**config.mk**
```make
export PLATFORM = sky130hd
export DESIGN_NAME = uart_tx
export DESIGN_NICKNAME = d
export VERILOG_FILES = /design/src/rtl/uart_tx.sv
export SDC_FILE = /design/constraint.sdc
export NUM_CORES = 1
export LEC_CHECK = 0
export ABC_AREA = 0
export CAP_MARGIN = 10
export CORE_ASPECT_RATIO = 1.4
export CORE_MARGIN = 2
export CORE_UTILIZATION = 46
export DETAILED_ROUTE_END_ITERATION = 6
export PLACE_DENSITY = 0.79
export REMOVE_ABC_BUFFERS = 1
export SLEW_MARGIN = 25
export SYNTH_ARGS = -nofsm -noshare
export SYNTH_HDL_FRONTEND = slang
export SYNTH_SLANG_ARGS = --single-unit
```
**constraint.sdc**
```tcl
create_clock -name clk -period 1.7 [get_ports clk]
set_input_delay 0.34 -clock clk [delete_from_list [all_inputs] [get_ports clk]]
set_output_delay 0.34 -clock clk [all_outputs]
set_load 0.05 [all_outputs]
```
**src/rtl/uart_tx.sv**
```systemverilog
// UART transmitter: start bit, DBIT data bits LSB first, optional parity bit, SB_TICK-long stop.
// Latency: tx drops to the start bit on the clk edge after tx_start is seen in IDLE; the frame lasts 16*(1+DBIT+PARITY_EN)+SB_TICK s_tick pulses.
// Backpressure: no queueing; tx_start is honoured only while idle (tx_busy=0), including the tx_done_tick clk.
module uart_tx #(
    parameter int DBIT       = 8,
    parameter int SB_TICK    = 16,
    parameter int PARITY_EN  = 0,
    parameter int PARITY_ODD = 0
) (
    input  logic       clk,
    input  logic       reset,
    input  logic       s_tick,
    input  logic       tx_start,
    input  logic [7:0] din,
    output logic       tx,
    output logic       tx_busy,
    output logic       tx_done_tick
);

    typedef enum logic [2:0] {
        IDLE   = 3'd0,
        START  = 3'd1,
        DATA   = 3'd2,
        PARITY = 3'd3,
        STOP   = 3'd4
    } state_t;

    // Last tick index of a 16-tick bit, of the stop period, and the last data bit index.
    localparam logic [4:0] TICK_LAST = 5'd15;
    localparam logic [4:0] STOP_LAST = 5'(SB_TICK - 1);
    localparam logic [2:0] BIT_LAST  = 3'(DBIT - 1);
    // Only the low DBIT bits of din belong to the frame.
    localparam logic [7:0] DATA_MASK = 8'((1 << DBIT) - 1);
    localparam logic       PAR_INV   = (PARITY_ODD != 0);
    localparam logic       PAR_USED  = (PARITY_EN != 0);

    state_t     state;
    state_t     state_nxt;
    logic [4:0] tick_cnt;
    logic [4:0] tick_cnt_nxt;
    logic [2:0] bit_cnt;
    logic [2:0] bit_cnt_nxt;
    logic [7:0] shift_reg;
    logic [7:0] shift_nxt;
    logic       par_bit;
    logic       par_nxt;
    logic       tx_reg;
    logic       tx_nxt;
    logic       done_reg;
    logic       done_nxt;
    logic [7:0] din_masked;
    logic       bit_end;

    assign din_masked = din & DATA_MASK;
    // A bit period (START, DATA, PARITY) ends on the s_tick where the count reaches 15.
    assign bit_end    = s_tick && (tick_cnt == TICK_LAST);

    // State register plus datapath registers; reset forces the line idle immediately.
    always_ff @(posedge clk or posedge reset) begin
        if (reset) begin
            state     <= IDLE;
            tick_cnt  <= 5'd0;
            bit_cnt   <= 3'd0;
            shift_reg <= 8'd0;
            par_bit   <= 1'b0;
            tx_reg    <= 1'b1;
            done_reg  <= 1'b0;
        end else begin
            state     <= state_nxt;
            tick_cnt  <= tick_cnt_nxt;
            bit_cnt   <= bit_cnt_nxt;
            shift_reg <= shift_nxt;
            par_bit   <= par_nxt;
            tx_reg    <= tx_nxt;
            done_reg  <= done_nxt;
        end
    end

    // Next-state and datapath update: counters advance only on s_tick and clear on every exit.
    always_comb begin
        state_nxt    = state;
        tick_cnt_nxt = tick_cnt;
        bit_cnt_nxt  = bit_cnt;
        shift_nxt    = shift_reg;
        par_nxt      = par_bit;
        case (state)
            IDLE: begin
                // Acceptance does not wait for s_tick; parity is fixed from the latched byte.
                if (tx_start) begin
                    state_nxt    = START;
                    tick_cnt_nxt = 5'd0;
                    bit_cnt_nxt  = 3'd0;
                    shift_nxt    = din_masked;
                    par_nxt      = (^din_masked) ^ PAR_INV;
                end
            end
            START: begin
                if (bit_end) begin
                    state_nxt    = DATA;
                    tick_cnt_nxt = 5'd0;
                end else if (s_tick) begin
                    tick_cnt_nxt = tick_cnt + 5'd1;
                end
            end
            DATA: begin
                if (bit_end) begin
                    tick_cnt_nxt = 5'd0;
                    shift_nxt    = {1'b0, shift_reg[7:1]};
                    bit_cnt_nxt  = bit_cnt + 3'd1;
                    if (bit_cnt == BIT_LAST) begin
                        state_nxt = PAR_USED ? PARITY : STOP;
                    end
                end else if (s_tick) begin
                    tick_cnt_nxt = tick_cnt + 5'd1;
                end
            end
            PARITY: begin
                if (bit_end) begin
                    state_nxt    = STOP;
                    tick_cnt_nxt = 5'd0;
                end else if (s_tick) begin
                    tick_cnt_nxt = tick_cnt + 5'd1;
                end
            end
            STOP: begin
                if (s_tick && (tick_cnt == STOP_LAST)) begin
                    state_nxt    = IDLE;
                    tick_cnt_nxt = 5'd0;
                end else if (s_tick) begin
                    tick_cnt_nxt = tick_cnt + 5'd1;
                end
            end
            default: begin
                state_nxt    = IDLE;
                tick_cnt_nxt = 5'd0;
                bit_cnt_nxt  = 3'd0;
            end
        endcase
    end

    // Output decode from the state being entered, so tx changes on the entering edge.
    always_comb begin
        tx_nxt   = 1'b1;
        done_nxt = 1'b0;
        case (state_nxt)
            START:   tx_nxt = 1'b0;
            DATA:    tx_nxt = shift_nxt[0];
            PARITY:  tx_nxt = par_nxt;
            default: tx_nxt = 1'b1;
        endcase
        if ((state == STOP) && (state_nxt == IDLE)) begin
            done_nxt = 1'b1;
        end
    end

    assign tx           = tx_reg;
    assign tx_busy      = (state != IDLE);
    assign tx_done_tick = done_reg;

endmodule
```
# After elaboration in Yosys (flattened, before gate mapping)
# Cells that the tools add are included.
[classes]
bitwise = 1
addsub = 2
n_reduce_logical = 12
eq_ne = 12
mux = 21
[ops]
columns = ["operator", "n"]
rows = [
  ["$mux 3", 8],
  ["$mux 8", 2],
  ["$pmux 8 s2", 1],
  ["$mux 5", 3],
  ["$pmux 3 s5", 1],
  ["$eq 3x2->1 const B", 4],
  ["$pmux 5 s2", 1],
  ["$pmux 3 s3", 1],
  ["$reduce_xor 8->1", 1],
  ["$eq 3x1->1 const B", 2],
  ["$eq 3x3->1 const B", 2],
  ["$logic_not 3->1", 2],
  ["$reduce_and 3->1", 2],
  ["$add 5x1->5 const B", 1],
  ["$eq 5x4->1 const B", 1],
  ["$ne 2x2->1 const B", 2],
  ["$reduce_or 4->1", 1],
  ["$add 3x1->3 const B", 1],
  ["$mux 1", 3],
  ["$ne 3x1->1 const B", 1],
  ["$pmux 1 s3", 1],
  ["$reduce_bool 3->1", 1],
  ["$reduce_or 3->1", 1],
  ["$logic_and 1x1->1", 2],
  ["other kinds (3)", 3],
]
[totals]
ff_bits = 22
input_bits = 12

# Logic depth before layout (Yosys ltp)
[depth]
depth_word = 7
ltp_mapped = 7

# Worst setup path before layout
# OpenSTA, ideal clock, no wires.
[synth_timing]
kind = "register -> register"
from = "reg state[2]"
to = "reg tx_reg (netlist: tx)"
required_ns = 1.617
synth_period_minus_slack_ns = 1.960
t_arrival_ns = 1.876
n_path_buf = 1
setup_time_ns = 0.083
setup_slack_ns = -0.260
path_stages_with_launch = 7
path_cell_list = "dfrtp_1 buf_6 or3_1 nor2_2 nor2_2 a21o_1 o32a_1"
[synth_rtl]
columns = ["element", "line_no", "rtl"]
rows = [
  ["start: declaration", "37", "state_t state;"],
  ["start signal: assignment", "69", "state <= state_nxt;"],
  ["$eq 3x2->1 or $logic_not 3->1 (tied branches)", "86", "case (state)"],
  ["$pmux 8 s2 (*)", "86", ""],
  ["net shift_nxt[0]", "44", "logic [7:0] shift_nxt;"],
  ["$pmux 1 s3 (*)", "145", "case (state_nxt)"],
  ["net tx_nxt", "48", "logic tx_nxt;"],
  ["end signal: assignment", "74", "tx_reg <= tx_nxt;"],
  ["end: declaration", "47", "logic tx_reg;"],
]
# Mark *: on every way through the listed nets, which the timed path passes. The rest lies on a longest branch.
# A chain may end at the register's enable or synchronous reset.

# Worst setup path after layout
# Same ends and word-level chain as after synthesis.

==> results.sh <==
export IMPL_netlist_area_leader_share_pct=46.1
export IMPL_sort_of_element_at_the_end_of_the_critical_path="flop"
export IMPL_finalWorstSetupSlack_ns=-0.0337
export IMPL_p_leak_nw=0.766
export IMPL_place_port_buffers=14
export IMPL_tritoncts_num_buffers=3
export IMPL_rrSetupSlack_ns=-0.03
export IMPL_cts_tree="built"
export IMPL_gr_total_overflow=0
export IMPL_synthCells=116
export IMPL_io_pin_count=15
export IMPL_maximum_level_of_the_cts_h_tree=1
export IMPL_worstSetupPathType="reg -> reg"
export IMPL_path_max_fanout=4
export IMPL_worst_slew_pin_slew_ns=0.299
export IMPL_placed_cells_incl_taps=168
export IMPL_netSwitchingFraction_pct=35.4
export IMPL_rr_startpoint="state[2]"
export IMPL_cts_hold_fix_buffers=0
export IMPL_final_max_slew_viol_count=0
export IMPL_synth_top_cell_by_area="dfrtp_1"
export IMPL_die_area_sq_um=2900
export IMPL_clk_pin_slew_ns=0.13
export IMPL_post_route_drc_count=0
export IMPL_ff2ff_path_depth=5
export IMPL_cts_root_buffer_cell="clkbuf_4"
export IMPL_rsz0062_at_grt="true"
export IMPL_dr_first_iter_drc_count=21
export IMPL_reg2reg_to="tx"
export IMPL_result_of_the_run="finished with violations"
export IMPL_maxCapViolCount=0
export IMPL_floorplan_rows=21
export IMPL_pwr_share_seq_pct=37.8
export IMPL_switching_power_mw=0.785
export IMPL_skew_ns=0.00549
export IMPL_final_min_period_over_clock_period_pct=102
export IMPL_via_count=997
export IMPL_area_of_the_core_sq_um=2360
export IMPL_yosys_register_bits=22
export IMPL_final_net_count=170
export IMPL_fin_area_sq_um=1600
export IMPL_critPathRequiredTime_ns=1.96
export IMPL_ys_top_cells_by_area="dfrtp_1, nand2_1, xnor2_1, a22oi_1, ha_1"
export IMPL_antenna_found_initial=0
export IMPL_synthDistinctLibCells=36
export IMPL_wl_per_cell_um=14.6
export IMPL_asyncSetResetFlopFracSynth_pct=100
export IMPL_power_frac_clock_pct=18.4
export IMPL_worstSkewPairLatency_ns=0.32
export IMPL_fill_cells=171
export IMPL_failing_checks="setup timing"
export IMPL_num_antenna_cells=0
export IMPL_timing_critical_path_cells="or3b_4 -> nor3_4 -> nor2_2 -> a21o_1 -> o32a_1"
export IMPL_cellPowerDensity_nw_per_um2=1380
export IMPL_global_route_wire_length_before_repair_mm=4.37
export IMPL_clock_tree_buffer_depth=2
export IMPL_ys_seq_area_share_pct=48.4
export IMPL_finalSetupTns_ns=-0.0337
export IMPL_fmax_mhz=577
export IMPL_final_util_pct=67.7
export IMPL_synthMostInstantiatedCell="dfrtp_1"
export IMPL_crit_path_end="tx"
export IMPL_drt_first_pass_iters=4
export IMPL_first_global_vias=1071
export IMPL_start_util_pct=48.2
export IMPL_area_growth_pct=40.4
export IMPL_worst_ir_drop_vdd_mv=0.920
export IMPL_die_x_um=46.1
export IMPL_timing_hold_worst_class="in -> async"
export IMPL_cts_sinks=22
export IMPL_dieHeight_um=62.9
export IMPL_max_slew_margin_pct=80.0
export IMPL_syn_avg_cell_area_sq_um=9.83
export IMPL_synth_ff_type="dfrtp_1"
export IMPL_period_needed_ns=1.73
export IMPL_post_synth_instance_area_sq_um=1140
export IMPL_grtUsageTotal_pct=20.3
export IMPL_power_report_internal_total_mw=1.43
export IMPL_dpl_hpwl_mm=1.88
export IMPL_via_per_inst=5.63
export IMPL_worst_setup_path_startpoint="state[2]"
export IMPL_critical_path_startpoint_category="flop"
export IMPL_final_routed_wirelength_mm=2.59
export IMPL_report_final_hold_viol_count=0
export IMPL_number_of_enable_type_register_cells_in_the_synthesized_netlist=0
export IMPL_final_cell_count_no_fill=177
export IMPL_grt_start_max_net_pins=23
export IMPL_crit_path_top_delay_cell="dfrtp_1"
export IMPL_seqCellArea_sq_um=552
export IMPL_arrival_ns=2.00
export IMPL_ys_top_cells_by_count="dfrtp_1, nand2_1, nor2_1, xnor2_1, a22oi_1"
export IMPL_worst_path_largest_cell_delay_ns=0.44
export IMPL_route_antenna_remaining_nets=0
export IMPL_global_placement_routability_congestion=0.802
export IMPL_finalHoldWorstSlack_ns=0.337
export IMPL_layout_drive_gt1_share_pct=30.5
export IMPL_setup_viol=1
export IMPL_ys_warnings_count=0
export IMPL_area_taken_by_multi_input_logic_gates_sq_um=627
export IMPL_place_area_sq_um=1430
export IMPL_comb_power_share_pct=43.8
export IMPL_largest_reg_flops=8
## final cells by class
cell class,instances,share of cell area (%)
Multi-Input combinational cell,86,39.2
Sequential cell,22,34.5
Timing Repair Buffer,37,20.1
Clock inverter,1,1.88
Tap cell,23,1.80
Clock buffer,3,1.41
Inverter,5,1.17
## worst max-delay path: cells and delay by family, from the launching register on
kind,cells,cell delay (ns)
AND/OR/NAND/NOR,3,0.73
AO/OA/AOI/OAI,2,0.51
flip-flops,1,0.44
## worst min-delay path by stage
stage,from,to
6_report,reset,shift_reg[5]
5_1_grt,reset,shift_reg[2]
4_1_cts,reset,shift_reg[5]
3_5_place_dp,shift_reg[3],shift_reg[3]
3_3_place_gp,shift_reg[5],shift_reg[5]
2_1_floorplan,reset,bit_cnt[0]
## kinds of logic (layout without fill, tap and decap cells)
| logic type | Yosys count | in the layout | share of synthesized area [%] |
|---|---|---|---|
| fa+ha+maj | 3 | 3 | 3.29 |
| mux | 4 | 4 | 3.62 |
| xor+xnor | 8 | 8 | 6.15 |
| compound gates | 22 | 22 | 14.3 |
| simple gates | 49 | 49 | 21.0 |
| buf+inv | 8 | 46 | 3.29 |
| flops | 22 | 22 | 48.4 |
## through the flow
step,power (mW),worst slack (ns)
floorplan,1.32,-0.467
global placement,1.62,-0.157
detailed placement,1.67,-0.199
CTS,2.10,0.00195
global route,2.36,-0.127
finish,2.22,-0.0337
## power groups by stage
stage | clock network (mW) | registers [mW] | logic [mW]
2_1_floorplan | 0 | 0.855 | 0.466
3_3_place_gp | 0 | 0.827 | 0.797
3_5_place_dp | 0 | 0.838 | 0.828
4_1_cts | 0.418 | 0.827 | 0.851
5_1_grt | 0.433 | 0.858 | 1.07
6_report | 0.408 | 0.838 | 0.970
## placed cells by master (no fill, tap or decap), types with 2 or more instances in the layout
| cell | Yosys | final |
|---|---|---|
| dfrtp_1 | 21 | 21 |
| clkdlybuf4s50_1 | 0 | 11 |
| nor2_2 | 2 | 2 |
| a22oi_1 | 6 | 6 |
| nand2b_1 | 4 | 4 |
| mux2i_1 | 3 | 3 |
| inv_1 | 5 | 5 |
| nor2_1 | 8 | 6 |
| xnor2_1 | 8 | 7 |
| ha_1 | 3 | 2 |
| nand2_1 | 19 | 19 |
| a21o_1 | 2 | 2 |
| nand3_1 | 5 | 4 |
| o21ai_0 | 3 | 3 |
| a22o_1 | 3 | 3 |
| buf_4 | 0 | 24 |
| nor3_1 | 3 | 2 |
| nor3_4 | 0 | 2 |
| clkbuf_4 | 0 | 3 |
| nor2_4 | 0 | 2 |
## metal layers
| metal | share of wire [%] | vias to the layer above | track usage (%) |
|---|---|---|---|
| met3 | 2.5 | 6 | 1.73 |
| met4 | 2.0 | 0 | 10.0 |
| met2 | 59 | 18 | 38.2 |
| met1 | 36 | 495 | 20.2 |
| met5 | 0 | - | 0 |
| li1 | - | 478 | - |
## what timing repair did
item | CTS | global route
gates cloned | 0 | 0
pin swaps | 0 | 3
buffers inserted | 0 | 5
resized for setup | 2 | 14
endpoints found under the setup margin | 2 | 8
(Power assumes the default switching activity.)
